`config.mk`:
```
export PLATFORM = sky130hd
export DESIGN_NAME = mem_stage_ctrl
export DESIGN_NICKNAME = d
export VERILOG_FILES = /design/src/rtl/mem_stage_ctrl.sv
export SDC_FILE = /design/constraint.sdc
export NUM_CORES = 1
export LEC_CHECK = 0
export BUFFER_PORTS_ARGS = -buffer_cell sky130_fd_sc_hd__buf_2
export CAP_MARGIN = 20
export CORE_ASPECT_RATIO = 0.75
export CORE_MARGIN = 3
export CORE_UTILIZATION = 38
export DETAILED_ROUTE_END_ITERATION = 10
export GPL_TIMING_DRIVEN = 0
export PLACE_DENSITY = 0.77
export SETUP_SLACK_MARGIN = 0.05
export SLEW_MARGIN = 25
export SYNTH_ARGS = -nofsm -noshare
export SYNTH_HDL_FRONTEND = slang
export SYNTH_SLANG_ARGS = --single-unit
```
`constraint.sdc`:
```
create_clock -name clk -period 2.19 [get_ports clk]
set_clock_uncertainty 0.15 [all_clocks]
set_input_delay 0.5475 -clock clk [delete_from_list [all_inputs] [get_ports clk]]
set_output_delay 0.5475 -clock clk [all_outputs]
set_load 0.01 [all_outputs]
```
`src/rtl/mem_stage_ctrl.sv`:
```
`default_nettype none
// ============================================================================
//  Module      : mem_stage_ctrl
//  Description : MEM pipeline stage controller. It converts EX/MEM memory
//                control into a request/acknowledge handshake with data
//                memory, and freezes upstream stages while a request is
//                outstanding. It also registers the MEM/WB pipeline outputs,
//                inserting writeback bubbles while waiting, and aborts a
//                request with a sticky error after TIMEOUT wait cycles.
//  Revision    : 1.0 - initial release
// ============================================================================
module mem_stage_ctrl #(
   parameter int TIMEOUT = 16
) (
   input  logic        clk,
   input  logic        rst_n,
   input  logic [1:0]  MEM_M,
   input  logic [1:0]  WB_M,
   input  logic [31:0] ALUOut_M,
   input  logic [31:0] WriteData_M,
   input  logic [4:0]  WriteReg_M,
   output logic        stall_M,
   output logic        mem_req,
   output logic        mem_we,
   output logic [31:0] mem_addr,
   output logic [31:0] mem_wdata,
   input  logic [31:0] mem_rdata,
   input  logic        mem_ack,
   output logic [1:0]  WB_W,
   output logic [31:0] ReadData_W,
   output logic [31:0] ALUOut_W,
   output logic [4:0]  WriteReg_W,
   output logic        mem_err
);

   // Reject out-of-range wait limits at elaboration; the counter is 8 bits.
   if ((TIMEOUT < 2) || (TIMEOUT > 255)) begin : g_timeout_range_check
      $error("mem_stage_ctrl: TIMEOUT must be in 2..255");
   end

   typedef enum logic [0:0] {
      S_IDLE = 1'b0,
      S_REQ  = 1'b1
   } state_t;

   // Last REQ cycle index before the request is abandoned.
   localparam logic [7:0] c_WAIT_LAST = 8'(TIMEOUT - 1);

   state_t      r_state;
   logic [7:0]  r_wait_cnt;
   logic [1:0]  r_wb_w;
   logic [31:0] r_read_data_w;
   logic [31:0] r_alu_out_w;
   logic [4:0]  r_write_reg_w;
   logic        r_mem_err;

   logic        w_op;
   logic        w_in_req;
   logic        w_is_write;
   logic        w_is_read;
   logic        w_expire;
   logic        w_stall;

   // Any memory control bit set means this instruction needs the memory.
   assign w_op       = (MEM_M != 2'b00);
   assign w_in_req   = (r_state == S_REQ);
   // MemWrite dominates: a combined read/write code behaves as a plain store.
   assign w_is_write = MEM_M[0];
   assign w_is_read  = MEM_M[1] & ~MEM_M[0];
   // Final permitted wait cycle with no acknowledge: abort at this edge.
   assign w_expire   = w_in_req & ~mem_ack & (r_wait_cnt == c_WAIT_LAST);

   // Upstream freeze: raised on detection, released in the completing cycle.
   always_comb begin
      w_stall = 1'b0;
      case (r_state)
         S_IDLE:  w_stall = w_op;
         S_REQ:   w_stall = ~mem_ack & ~w_expire;
         default: w_stall = 1'b0;
      endcase
   end

   // The memory interface is driven only while a request is outstanding, so an
   // asynchronous reset drops the strobe immediately through r_state.
   assign mem_req   = w_in_req;
   assign mem_we    = w_in_req & w_is_write;
   assign mem_addr  = w_in_req ? ALUOut_M    : 32'd0;
   assign mem_wdata = w_in_req ? WriteData_M : 32'd0;

   assign stall_M    = w_stall;
   assign WB_W       = r_wb_w;
   assign ReadData_W = r_read_data_w;
   assign ALUOut_W   = r_alu_out_w;
   assign WriteReg_W = r_write_reg_w;
   assign mem_err    = r_mem_err;

   // Controller FSM with its wait counter and the MEM/WB pipeline registers.
   always_ff @(posedge clk or negedge rst_n) begin
      if (!rst_n) begin
         r_state       <= S_IDLE;
         r_wait_cnt    <= 8'd0;
         r_wb_w        <= 2'b00;
         r_read_data_w <= 32'd0;
         r_alu_out_w   <= 32'd0;
         r_write_reg_w <= 5'd0;
         r_mem_err     <= 1'b0;
      end else begin
         case (r_state)
            S_IDLE: begin
               if (w_op) begin
                  // Start a request; WB sees a bubble while it is in flight.
                  r_state    <= S_REQ;
                  r_wb_w     <= 2'b00;
                  r_wait_cnt <= 8'd0;
               end else begin
                  // Non-memory instruction passes straight through.
                  r_wb_w        <= WB_M;
                  r_alu_out_w   <= ALUOut_M;
                  r_write_reg_w <= WriteReg_M;
                  r_read_data_w <= 32'd0;
               end
            end
            S_REQ: begin
               if (mem_ack) begin
                  r_state       <= S_IDLE;
                  r_wb_w        <= WB_M;
                  r_alu_out_w   <= ALUOut_M;
                  r_write_reg_w <= WriteReg_M;
                  r_read_data_w <= w_is_read ? mem_rdata : 32'd0;
               end else if (w_expire) begin
                  // Abandon the access; retire the instruction without a
                  // register write so stale data never reaches the file.
                  r_state       <= S_IDLE;
                  r_wb_w        <= {WB_M[1], 1'b0};
                  r_alu_out_w   <= ALUOut_M;
                  r_write_reg_w <= WriteReg_M;
                  r_read_data_w <= 32'd0;
                  r_mem_err     <= 1'b1;
               end else begin
                  r_wb_w     <= 2'b00;
                  r_wait_cnt <= r_wait_cnt + 8'd1;
               end
            end
            default: begin
               r_state <= S_IDLE;
            end
         endcase
      end
   end

endmodule
`default_nettype wire

```
==> run metrics <==
CP Class=flip-flop to primary output; H-tree levels=3; Iteration-0 DRC Markers=113; via/cell ratio=4.798; Slew Viols, Final=0; share of flip-flops with an asynchronous set or reset=100.0%; fin worst setup slack=-275.2 ps; CP arrival=1770 ps; Die W=118.9 um; CTS tree=yes; Initial Utilization=39.66%; crit path time final=2465 ps; Vias=3,272; slowest stage delay, CP=410 ps; Worst setup EP type=primary output; worst-path cell chain=ha_4 > and4_1 > a211o_4 > inv_4 > buf_8 > buf_8 > buf_6; IO Port Bufs=246; maxcap violations=0; crit-path max FO=2; Post-Synthesis Cells=283; post-synth cell types=36; I/O pin count=247; initial antenna violation count=0; critical path depth in cells=7; # diodes=0; die area=0.01078 mm^2; Final Cell Area=0.005522 mm^2; CP top delay family=flip-flops; violated checks=negative setup slack; CP max-delay cell=dfrtp_1; EDFF count, synth=0; RSZ-0062 raised after global routing=yes; Syn Area/Cell=12.83 um^2; non-filler cells, final=682; area delta synth->final=52.02%; total CTS buffers=9; synthesized cell area=0.003632 mm^2; number of clock sinks=81; sequential area share after synthesis=55.80%; Core Footprint=0.009159 mm^2; final wirelength=10,830 um; largest net degree at the start of global routing=53; most used flip-flop cell after synthesis=dfrtp_1; Max Buffers Root-to-Sink=2; drt wl/cell=15.88 um; first-pass GRT wire length=17,510 um; share of layout cells above drive strength 1=59.03%; grt ovf=0; #FFs+latches synth=81; Setup violations, final=58; post-DP HPWL=8433 um; DRT Pass-1 Iters=4; CP most frequent cell=buf_8; fmax=405.6 MHz; path depth of the worst reg2reg path=8; placed insts=658; peak supply drop=0.0004648 V; Leakage Power=3.004 nW; yosys warns=0; GRT Total Usage=20.35%; vias in the first global route=3,423; Synthesized Nets=392; TNS Setup=-5544 ps; # nets final=658; Die Ht=90.67 um; Placer Congestion=0.8312; DRC errors left=0; dpl cell area=0.005062 mm^2; P per Cell Area=835.6 mW/mm^2; num rows=30; type of the most critical hold path=input pin to async pin; clk slew on worst S/H paths=60 ps; Worst-Skew Late Latency=330 ps; Fin. Hold Viols=0; root buffer selected by CTS=clkbuf_16; Slew @ Worst Pin=464.6 ps; fin crit share=112.6%; CP Launch Type=flip-flop; outcome=finished with violations; WP buf/inv=4; Routed Antenna Nets=0; slew margin rel.=69.03%; Critical Path RT=1490 ps
-- repair_timing --
item | 4_1_cts | 5_1_grt
hold buffers | 0 | 0
setup endpoints to repair | 93 | 118
pin swaps | 2 | 3
buffers inserted | 7 | 2
gates cloned | 0 | 0
gates resized for setup | 21 | 4
-- synthesized netlist by cell type (all sizes together), types with 2 or more instances --
library cell	number	area [um^2]
or3	2	12.51
mux2i	2	20.02
nor2	3	11.26
a22o	32	280.3
o41ai	2	17.52
o21ai	4	20.02
o311ai	3	26.28
dfrtp	81	2027
buf	8	58.80
nand2	6	22.52
inv	3	11.26
clkbuf	11	41.29
a21oi	3	15.01
or4	2	15.01
and2	67	419.2
mux2	37	480.5
-- layer usage --
layer	global-route usage, %	vias up	part of all wire, %
met5	0	-	0
met4	6.365	0	1.4
met3	5.573	15	6.0
met2	32.72	125	48
met1	26.88	1594	44
li1	-	1538	-
-- metrics by stage --
stage               util [%]  power, mW  hold slack (ps)  setup WS, ps
global route           60.29      4.850            22.24        -332.2
CTS                    60.15      4.655            7.777        -312.9
finish                 60.29      4.614            2.006        -275.2
detailed placement     55.27      2.944            308.4        -269.3
global placement       54.95      2.907            308.5        -245.4
floorplan                  -      2.405            101.9         31.38
-- worst paths after layout --
check                         startpoint             end  slack, ps
max in group asynchronous          rst_n         WB_W[0]       1300
max                        r_wait_cnt[0]         stall_M       -280
max reg2reg                r_wait_cnt[0]    ALUOut_W[22]        -30
min reg2reg                      mem_err         mem_err        320
min in group clk            mem_rdata[5]   ReadData_W[5]        280
min                                rst_n  ReadData_W[14]          2
-- flip-flops by register name (all words and copies together) (netlist names) --
name / cells
WriteReg_W: 5
mem_err: 1
WB_W: 2
ReadData_W: 32
r_wait_cnt: 8
mem_req: 1
ALUOut_W: 32
-- cell usage in the layout, fill, tap and decap left out, types with 2 or more instances in the layout --
cell type and instances:
inv_1 2, nand2_1 6, buf_8 3, o21ai_0 4, o311ai_0 3, a21oi_1 3, or4_1 2, bufinv_16 2
mux2_2 20, a22o_1 32, clkbuf_2 3, mux2i_1 2, buf_4 11, or3_1 2, o41ai_1 2, mux2_4 17
clkbuf_16 9, dfrtp_1 81, nor2_1 3, clkbuf_1 4, buf_6 2, buf_2 245, clkbuf_4 4, clkinvlp_4 3
and2_1 67
-- kinds of logic (layout without fill, tap and decap cells) --
group	after synthesis	count (layout)	synth area share, %
AND/OR/NAND/NOR	91	91	15.74
flip-flops	81	81	55.80
AO/OA/AOI/OAI	49	49	11.26
multiplexers	39	39	13.78
buffers and inverters	22	293	3.066
adder cells (fa/ha/maj)	1	1	0.3444
-- where the power goes --
part           total [mW]  switching, mW  internal, mW
sequential           1.81          0.111          1.69
clock                1.63          0.595          1.03
combinational        1.18          0.565         0.617
-- layout make-up --
cell class                      count  area, um^2
Sequential cell                    81        2027
Buffer                             19       156.4
Inverter                            3       13.76
Clock buffer                       10       239.0
Tap cell                          128       160.2
Multi-Input combinational cell    180        1506
Fill cell                         789        3637
Clock inverter                      6       91.34
Timing Repair Buffer              255        1328
Power figures use the tool's default switching activity.
